## src/rtl/seq_demux_rr_1to8.sv

```systemverilog
// One-entry staging register feeding a 1-to-8 demux fabric; destination is
// either round-robin or explicit, with a single-cycle pass-through latency.

module seq_demux_rr_lane #(
  parameter int nbits = 8,
  parameter int LANE  = 0
) (
  input  logic             full,
  input  logic [2:0]       dest,
  input  logic [nbits-1:0] data,
  output logic             val,
  output logic [nbits-1:0] dout
);
  localparam logic [2:0] ID = 3'(LANE);

  assign val  = full && (dest == ID);
  assign dout = val ? data : '0;
endmodule

module seq_demux_rr_1to8 #(
  parameter int nbits = 8
) (
  input  logic             clk,
  input  logic             reset,
  input  logic             in_val,
  output logic             in_rdy,
  input  logic [nbits-1:0] in_,
  input  logic             mode,
  input  logic [2:0]       sel,
  output logic [7:0]       out_val,
  input  logic [7:0]       out_rdy,
  output logic [nbits-1:0] out0,
  output logic [nbits-1:0] out1,
  output logic [nbits-1:0] out2,
  output logic [nbits-1:0] out3,
  output logic [nbits-1:0] out4,
  output logic [nbits-1:0] out5,
  output logic [nbits-1:0] out6,
  output logic [nbits-1:0] out7,
  output logic [2:0]       rr_ptr
);
  localparam int NUM_LANES = 8;

  logic             full_q, full_d;
  logic [nbits-1:0] data_q, data_d;
  logic [2:0]       dest_q, dest_d;
  logic [2:0]       rr_ptr_q, rr_ptr_d;
  logic             in_xfer, out_xfer;

  logic [NUM_LANES-1:0][nbits-1:0] lane_data;

  // Dequeue and enqueue may coincide, so a draining entry never blocks input.
  assign out_xfer = full_q && out_rdy[dest_q];
  assign in_rdy   = !full_q || out_rdy[dest_q];
  assign in_xfer  = in_val && in_rdy;

  always_comb begin
    full_d   = full_q;
    data_d   = data_q;
    dest_d   = dest_q;
    rr_ptr_d = rr_ptr_q;
    if (in_xfer) begin
      full_d = 1'b1;
      data_d = in_;
      dest_d = mode ? sel : rr_ptr_q;
      if (!mode) rr_ptr_d = rr_ptr_q + 3'd1;
    end else if (out_xfer) begin
      full_d = 1'b0;
    end
  end

  always_ff @(posedge clk or posedge reset) begin
    if (reset) begin
      full_q   <= 1'b0;
      data_q   <= '0;
      dest_q   <= '0;
      rr_ptr_q <= '0;
    end else begin
      full_q   <= full_d;
      data_q   <= data_d;
      dest_q   <= dest_d;
      rr_ptr_q <= rr_ptr_d;
    end
  end

  genvar gi;
  generate
    for (gi = 0; gi < NUM_LANES; gi++) begin : g_lane
      seq_demux_rr_lane #(.nbits(nbits), .LANE(gi)) u_lane (
        .full (full_q),
        .dest (dest_q),
        .data (data_q),
        .val  (out_val[gi]),
        .dout (lane_data[gi])
      );
    end
  endgenerate

  assign out0   = lane_data[0];
  assign out1   = lane_data[1];
  assign out2   = lane_data[2];
  assign out3   = lane_data[3];
  assign out4   = lane_data[4];
  assign out5   = lane_data[5];
  assign out6   = lane_data[6];
  assign out7   = lane_data[7];
  assign rr_ptr = rr_ptr_q;
endmodule

```

## config.mk

```make
export PLATFORM = sky130hd
export DESIGN_NAME = seq_demux_rr_1to8
export DESIGN_NICKNAME = d
export VERILOG_FILES = /design/src/rtl/seq_demux_rr_1to8.sv
export SDC_FILE = /design/constraint.sdc
export NUM_CORES = 1
export LEC_CHECK = 0
export ABC_AREA = 1
export BUFFER_PORTS_ARGS = -buffer_cell sky130_fd_sc_hd__buf_2
export CORE_ASPECT_RATIO = 1.5
export CORE_MARGIN = 2
export CORE_UTILIZATION = 40
export CTS_BUF_LIST = sky130_fd_sc_hd__clkbuf_8
export CTS_CLUSTER_DIAMETER = 60
export DETAILED_ROUTE_END_ITERATION = 16
export GPL_TIMING_DRIVEN = 1
export PLACE_DENSITY = 0.9
export SETUP_SLACK_MARGIN = 0.05
export SLEW_MARGIN = 5
export SYNTH_ARGS = -nofsm -noshare
export SYNTH_HDL_FRONTEND = slang
export SYNTH_SLANG_ARGS = --single-unit
export TNS_END_PERCENT = 5
```

## constraint.sdc

```tcl
create_clock -name clk -period 1.4 [get_ports clk]
set_input_delay 0.21 -clock clk [delete_from_list [all_inputs] [get_ports clk]]
set_output_delay 0.21 -clock clk [all_outputs]
set_load 0.005 [all_outputs]
```

### Word level (Yosys, flattened, before mapping)

Index checks and enable logic that the tools add are counted.

| word-level totals | value |
|---|---|
| register bits | 15 |
| input bits | 23 |
| output and inout bits | 76 |

| cells by class | value |
|---|---|
| $add $sub $neg | 1 |
| $lt $le $gt $ge | 1 |
| equal/unequal tests | 7 |
| multiplexer cells | 13 |
| bitwise logic cells | 1 |
| reductions and logical operators | 15 |

Operators with widths:

| kind | number |
|---|---|
| $mux 8 | 8 |
| $eq 3x3->1 const B | 4 |
| $logic_and 1x1->1 | 10 |
| $eq 3x2->1 const B | 2 |
| $lt 3x4->1 const B | 1 |
| $add 3x1->3 const B | 1 |
| $bmux 1 s3 | 1 |
| $eq 3x1->1 const B | 1 |
| $logic_not 3->1 | 1 |
| $mux 1 | 3 |
| $mux 3 | 1 |
| $reduce_and 2->1 | 1 |
| $reduce_bool 2->1 | 1 |
| $logic_not 1->1 | 1 |
| $logic_or 1x1->1 | 1 |
| $not 1->1 | 1 |

### Depth between registers and ports, before layout

Gate-level depths: netlist of run 1.

| depth | value |
|---|---|
| depth in word-level cells | 5 |
| depth in mapped cells | 10 |
| mapped depth without buffers | 8 |

### Cells and area by module

Synthesis of run 1 repeated with hierarchy kept, for this count alone.

| unflattened totals | value |
|---|---|
| cell total of the unflattened synthesis | 249 |
| area total of the unflattened synthesis | 1647.8 um2 |

Modules (own cells, without submodules):

| module | instances | cells an instance | area each (um2) | seq. area each (um2) |
|---|---|---|---|---|
| seq_demux_rr_1to8 | 1 | 86 | 775.7 | 375.4 |
| seq_demux_rr_lane at g_lane[3].u_lane ... | 3 | 20 | 135.1 | 0.0 |
| seq_demux_rr_lane at g_lane[0].u_lane ... | 4 | 21 | 83.8 | 0.0 |
| seq_demux_rr_lane at g_lane[7].u_lane | 1 | 19 | 131.4 | 0.0 |

### Worst setup path before layout of run 1

Ideal clock, no wire load.

| timing path | value |
|---|---|
| path kind | reg2reg |
| from | register dest_q[1] |
| to | register data_q[0] |
| library setup time | 0.116 ns |
| arrival | 1.191 ns |
| required time | 1.284 ns |
| path slack | 0.092 ns |
| stages on the path, launching flop included | 11 |
| period minus slack after synthesis | 1.308 ns |
| path through | dfrtp_1 -> buf_6 -> inv_2 -> nand3_1 -> nand3_1 -> nor2_2 -> nor2_4 -> nand2_4 -> buf_6 -> nand2_1 -> nand2_1 |

| on the way | value |
|---|---|
| word-level cells in the longest chain between the ends | 4 |

Ends and longest elaborated chain:

| element | RTL line | RTL |
|---|---|---|
| start, declared | 46 | `logic [2:0] dest_q, dest_d;` |
| start signal, assigned | 81 | `dest_q <= dest_d;` |
| $bmux 1 s3 | 54 | `assign in_rdy = !full_q \|\| out_rdy[dest_q];` |
| $mux 1 (implied by the code) | 54 |  |
| $logic_or 1x1->1 | 54 |  |
| $logic_and 1x1->1 | 55 | `assign in_xfer = in_val && in_rdy;` |
| end signal, assigned | 80 | `data_q <= data_d;` |
| end, declared | 45 | `logic [nbits-1:0] data_q, data_d;` |

Every way passes these cells. The select of a mux whose other input is x is not followed.
A chain may end at the register's enable or synchronous reset.

### Worst setup path after layout of run 1

| timing path | value |
|---|---|
| from | register dest_q[0] |
| to | output port out_val[1] |

| on the way | value |
|---|---|
| word-level cells in the longest chain between the ends | 2 |

Ends and longest elaborated chain:

| element | RTL line | RTL |
|---|---|---|
| $eq 3x1->1 | 16 | `assign val = full && (dest == ID);` |
| $logic_and 1x1->1 | 16 |  |
| end, declared | 30 | `output logic [7:0] out_val,` |

Every way passes these cells.

==> flow_summary.json, run 1 <==
{
  "period_needed_ns": 1.61,
  "combPwrFrac_pct": 67.3,
  "hpwl_um": 3120,
  "finClkSkew_ns": 0.00303,
  "overflow": 0,
  "fp.dieW_um": 49.3,
  "reg2regPathDepth": 10,
  "routed_via_density": 4.83,
  "drive_gt1_share_pct": 53.5,
  "synthCells": 202,
  "die_h_um": 72.0,
  "slew_headroom_pct": 63.0,
  "grt_max_degree": 16,
  "netlist.area_leader.share_pct": 30.4,
  "synth_area_mm2": 0.00123,
  "required_ns": 1.19,
  "cts_tree": "built",
  "reg2reg_setup_slack_ns": -0.12,
  "setup_violations": 84,
  "cts_sinks": 15,
  "outcome": "complete, but fails checks",
  "p_clk_share_pct": 9.5,
  "grtUsageTotal_pct": 22.9,
  "worst_pin_slew_ns": 0.554,
  "ys_types": 20,
  "power.density_mw_per_mm2": 1890,
  "power_uw": 3660,
  "place.gp.congestion": 0.881,
  "cts_max_level": 1,
  "yosysWarnings": 0,
  "ys.flop_type": "dfrtp_1",
  "leakage_uw": 0.00120,
  "synth_top_area_cell": "dfrtp_1",
  "root_buffer": "clkbuf_8",
  "rows": 24,
  "portBuffers": 98,
  "min_path_type": "in -> async",
  "end_kind": "primary output",
  "synth_edf_count": 0,
  "synth.most_common_cell": "nor2_1",
  "worstReg2RegEnd": "dest_q[0]$_DFFE_PP0P_",
  "switching_share_pct": 50.5,
  "grt_pass1_wl_um": 6510,
  "cp-start-kind": "flip-flop",
  "drc_errors": 0,
  "clk_latency_ns": 0.25,
  "yosysSeqAreaShare_pct": 30.4,
  "period_share_pct": 115,
  "diodes": 0,
  "violations": "setup timing",
  "drv_cap": 0,
  "antenna_found_initial": 0,
  "rsz0062_at_grt": "true",
  "final_cells": 340,
  "io_pins": 99,
  "yosys-top-cells-area": "dfrtp_1 (30%), nor2_1 (23%), nand2_1 (10%), inv_1 (8.5%), nand3_1 (6.1%)",
  "fin_nets": 326,
  "critPathLaunch": "dest_q[0]$_DFFE_PP0P_",
  "slew_viol_final": 0,
  "max_clock_freq_mhz": 621,
  "worstPathArrival_ns": 1.40,
  "r2r-start": "dest_q[0]$_DFFE_PP0P_",
  "wl_per_cell_um": 12.2,
  "synthArstFlopShare_pct": 100,
  "hold_viol_final": 0,
  "fillCellCount": 256,
  "max-vdd-ir-drop_mv": 1.45,
  "ant_nets": 0,
  "internal_power_uw": 1810,
  "p_seq_share_pct": 23.2,
  "worstPathMaxFanout": 7,
  "core_mm2": 0.00291,
  "clock_path_buffers": 2,
  "synth_seq_cells": 15,
  "synth.avg_cell_area_um2": 6.11,
  "grt_pass1_vias": 1455,
  "cts.reportedPaths.clkPinSlew_ns": 0.06,
  "syn2layout_area_growth_pct": 57.1,
  "vias": 1641,
  "die_area_mm2": 0.00355,
  "synth_commonest_cells": "nor2_1 (77), nand2_1 (33), inv_1 (28)",
  "place_inst": 331,
  "setup_slack_ns": -0.209,
  "drtIter0Drc": 46,
  "post-place-ws_ns": -0.0993,
  "whs_ns": 0.000776,
  "worstSetupPathType": "reg -> out",
  "initial_core_util_pct": 42.4,
  "design_area_mm2": 0.00194,
  "syn_nets": 226,
  "drt_pass1_iterations": 4,
  "cts_made_buffers": 3,
  "placed_cell_area_mm2": 0.00170,
  "wirelength_um": 4160,
  "p_sw_uw": 1850
}
timing repair:
action / 4_1_cts / 5_1_grt
gates resized for setup: 20 / 40
endpoints found under the setup margin: 88 / 88
setup buffers: 2 / 3
hold buffers: 0 / 0
pin swaps: 7 / 7
cell usage in the layout (no fill, tap or decap):
master / count
a21oi_1: 1
buf_2: 97
buf_4: 6
buf_6: 5
clkbuf_8: 3
clkinv_2: 1
dfrtp_1: 13
dfrtp_2: 2
ha_1: 1
inv_1: 17
inv_2: 7
inv_4: 6
mux2i_1: 2
nand2_1: 30
nand2_2: 4
nand2_8: 1
nand3_1: 14
nand3_2: 1
nand4_1: 4
nor2_1: 55
nor2_2: 17
nor2_4: 9
o21ai_0: 1
o21ai_1: 1
o21ai_2: 2
xor2_1: 1
stage by stage:
stage               TNS, ns  utilization, %
detailed placement    -2.11            58.5
finish               -11.47            66.5
global route         -17.47            66.5
CTS                  -11.22            61.9
global placement      -1.32            58.5
floorplan                 0               -
critical path, cell delays in order (launching register included):
cell and delay [ns]:
dfrtp_2 0.44, inv_2 0.08, nor2_2 0.12, inv_2 0.07, nor2_4 0.14, buf_4 0.12
buf_4 0.10, buf_6 0.08
flip-flops by register name, summed over array words and instances (netlist names):
| signal | count |
|---|---|
| rr_ptr | 3 |
| dest_q | 3 |
| data_q | 8 |
| full_q | 1 |
power by group through the flow:
stage	clock network [uW]	logic, uW	registers [uW]
after floorplan	0	1390	760
after global placement	0	1870	830
after detailed placement	0	1900	837
after CTS	355	2120	839
after global routing	369	2730	876
final	347	2460	847
cell families (layout without fill, tap and decap cells):
logic type	Yosys count	count (layout)	synth area share [%]
AOI/OAI and AO/OA	5	5	2.64
xor gates and xnor gates	1	1	0.710
adders and majority gates	1	1	1.01
buffers and inverters	43	142	17.7
DFF	15	15	30.4
muxes	2	2	1.62
and+or+nand+nor	135	135	45.8
how the worst max path moves through the flow:
stage                                       end  slack [ns]  cells after the start
after floorplan           data_q[0]$_DFFE_PP0P_        0.09                     10
after global placement    dest_q[1]$_DFFE_PP0P_       -0.07                      7
after detailed placement                out1[1]        -0.1                      7
after CTS                               out1[1]       -0.20                      7
after global routing                    out1[3]       -0.28                      7
final                                out_val[1]       -0.21                      7
metal layers:
layer / track usage [%] / vias up / wire length, um
met5: 0 / - / 0
met4: 10.8 / 0 / 158
met3: 2.47 / 15 / 207
met2: 44.4 / 67 / 2280
met1: 24.1 / 758 / 1510
li1: - / 801 / -
area by class of cell:
type / count / area [um2] / area share, %
clock buffer: 3 / 41.3 / 2.13
clock inverter: 1 / 5.00 / 0.258
inverter: 30 / 128 / 6.58
multi-input combinational: 144 / 751 / 38.7
sequential: 15 / 378 / 19.5
tap: 39 / 48.8 / 2.52
timing repair buffer: 108 / 587 / 30.3
(Power assumes the default switching activity.)
==> run 2: changes to the inputs <==
--- a/config.mk
+++ b/config.mk
@@ -7,7 +7,7 @@
 export LEC_CHECK = 0
 export ABC_AREA = 1
 export BUFFER_PORTS_ARGS = -buffer_cell sky130_fd_sc_hd__buf_2
-export CORE_ASPECT_RATIO = 1.5
+export CORE_ASPECT_RATIO = 0.6
 export CORE_MARGIN = 2
 export CORE_UTILIZATION = 40
 export CTS_BUF_LIST = sky130_fd_sc_hd__clkbuf_8
==> run 2 against run 1 <==
  * The run still ends with setup timing left
  * Final area fell by 3.6%
  * Combinational power fell by 8.9%
  * Worst setup slack got worse by 0.065 ns
  * Sequential share of layout area rose by 0.73 points
  * Flip-flop and latch count did not move
  * Wire length fell by 4.8%
  * Sequential power barely moved
  * Critical path type unchanged
==> flow_summary.json, run 2 (same netlist as run 1, synthesis figures left out) <==
{
  "wl_per_cell_um": 11.6,
  "grt_max_degree": 16,
  "path_depth": 6,
  "clk_latency_ns": 0.25,
  "switching_share_pct": 49.6,
  "period_needed_ns": 1.67,
  "worstPathArrival_ns": 1.46,
  "grt_pass1_vias": 1274,
  "drive_gt1_share_pct": 48.7,
  "antenna_found_initial": 0,
  "max-vdd-ir-drop_mv": 1.05,
  "die_area_mm2": 0.00356,
  "grt_pass1_wl_um": 5570,
  "cts_sinks": 15,
  "end_kind": "primary output",
  "root_buffer": "clkbuf_8",
  "violations": "setup timing",
  "setup_violations": 87,
  "p_seq_share_pct": 24.7,
  "worstSetupPathType": "reg -> out",
  "worstPathMaxFanout": 6,
  "power_uw": 3440,
  "internal_power_uw": 1730,
  "fp.dieW_um": 75.7,
  "slew_viol_final": 0,
  "cp-start-kind": "flip-flop",
  "postCtsHoldBufs": 0,
  "fillCellCount": 262,
  "reg2reg_setup_slack_ns": -0.14,
  "vias": 1555,
  "rsz0062_at_grt": "true",
  "min_path_type": "in -> async",
  "io_pins": 99,
  "design_area_mm2": 0.00187,
  "drt_pass1_iterations": 4,
  "worstReg2RegEnd": "data_q[7]$_DFFE_PP0P_",
  "cts_tree": "built",
  "drc_errors": 0,
  "setup_slack_ns": -0.274,
  "wl_met3_um": 203,
  "required_ns": 1.19,
  "wl_met1_um": 1820,
  "cp_cell_sequence": "buf_12, nand2_2, o21ai_4, nor2_2, nor2_4, buf_2",
  "cts_max_level": 1,
  "crit_family": "flip-flops",
  "drtIter0Drc": 64,
  "placed_cell_area_mm2": 0.00172,
  "slowest_delay_ns": 0.45,
  "overflow": 0,
  "die_h_um": 47.0,
  "critPathLaunch": "dest_q[1]$_DFFE_PP0P_",
  "p_clk_share_pct": 10.2,
  "hpwl_um": 3130,
  "grtUsageTotal_pct": 21.0,
  "hold_viol_final": 0,
  "final_common_cell": "buf_2",
  "slowest_stage": "dfrtp_2",
  "r2r-start": "dest_q[1]$_DFFE_PP0P_",
  "wirelength_um": 3960,
  "cts_made_buffers": 3,
  "top_register": "data_q",
  "largest_reg_flops": 8,
  "core_mm2": 0.00291,
  "place.gp.congestion": 0.853,
  "power.density_mw_per_mm2": 1840,
  "diodes": 0,
  "reg2regPathDepth": 9,
  "cts.reportedPaths.clkPinSlew_ns": 0.06,
  "worst_pin_slew_ns": 0.578,
  "initial_core_util_pct": 42.4,
  "outcome": "complete, but fails checks",
  "routed_via_density": 4.55,
  "ant_nets": 0,
  "drv_cap": 0,
  "period_share_pct": 120,
  "fin_nets": 325,
  "portBuffers": 98,
  "top_layer_used": "met4",
  "p_sw_uw": 1710,
  "worst-path-buf-inv": 2,
  "wl_met2_um": 1920,
  "rows": 15,
  "slew_headroom_pct": 61.4,
  "crit_end": "in_rdy",
  "combPwrFrac_pct": 65.1,
  "max_clock_freq_mhz": 597,
  "mostFrequentLayoutCells": "buf_2 (98), nor2_1 (69), nand2_1 (31), inv_1 (19), dfrtp_1 (13)",
  "clock_path_buffers": 2,
  "syn2layout_area_growth_pct": 51.4,
  "leakage_uw": 0.00121,
  "finClkSkew_ns": 0.000831
}
## run 2: changes by cell type in the layout (fill, tap and decap cells not counted), sizes merged
| cell | change |
|---|---|
| buf | -1 |
## run 2: power by group through the flow
stage                     registers (uW)  clock network, uW  logic, uW
after floorplan                      760                  0       1390
after global routing                 872                373       2510
after global placement               827                  0       1870
after CTS                            853                357       2090
final                                848                351       2240
after detailed placement             848                  0       1920
## run 2: worst min-delay path by stage
| stage | start | to | slack, ns | cells after the start |
|---|---|---|---|---|
| floorplan | reset | data_q[0]$_DFFE_PP0P_ | 0.11 | 1 |
| global placement | reset | data_q[6]$_DFFE_PP0P_ | 0.29 | 2 |
| detailed placement | reset | rr_ptr[2]$_DFFE_PP0P_ | 0.30 | 2 |
| CTS | reset | rr_ptr[2]$_DFFE_PP0P_ | 0.03 | 2 |
| global route | reset | data_q[5]$_DFFE_PP0P_ | 0.06 | 2 |
| finish | reset | data_q[6]$_DFFE_PP0P_ | 0.01 | 2 |
## run 2: cell type report
type | instances | area, um2 | share of cell area, %
Sequential cell | 15 | 378 | 20.2
Tap cell | 42 | 52.6 | 2.81
Multi-Input combinational cell | 144 | 697 | 37.3
Timing Repair Buffer | 107 | 582 | 31.1
Clock buffer | 3 | 41.3 | 2.21
Inverter | 30 | 113 | 6.03
Clock inverter | 1 | 5.00 | 0.268
## run 2: stage by stage
step                worst slack (ns)  utilization [%]  setup TNS, ns  hold WS [ns]  instances
floorplan                     0.0921                -              0         0.111        202
global placement             -0.0582             59.0          -1.30         0.288        335
detailed placement            -0.168             59.0          -4.39         0.299        335
CTS                           -0.227             62.5         -13.38        0.0306        340
global route                  -0.339             64.2         -22.10        0.0611        342
finish                        -0.274             64.2         -13.36        0.0133        342
## run 2: layer usage
metal | track usage, % | vias up
met1 | 27.1 | 698
li1 | - | 797
met4 | 5.26 | 0
met5 | 0 | -
met2 | 38.8 | 58
met3 | 1.93 | 2
## run 2: what timing repair did
| item | in CTS | in global routing |
|---|---|---|
| endpoints found under the setup margin | 88 | 88 |
| gates resized for setup | 25 | 7 |
| pin swaps | 7 | 5 |
| buffers inserted | 1 | 2 |
## run 2: worst register-to-register path: cells and delay by family (launching register included)
family / cells / cell delay [ns]
compound gates: 1 / 0.17
buf+inv: 3 / 0.37
simple gates: 5 / 0.49
flops: 1 / 0.45
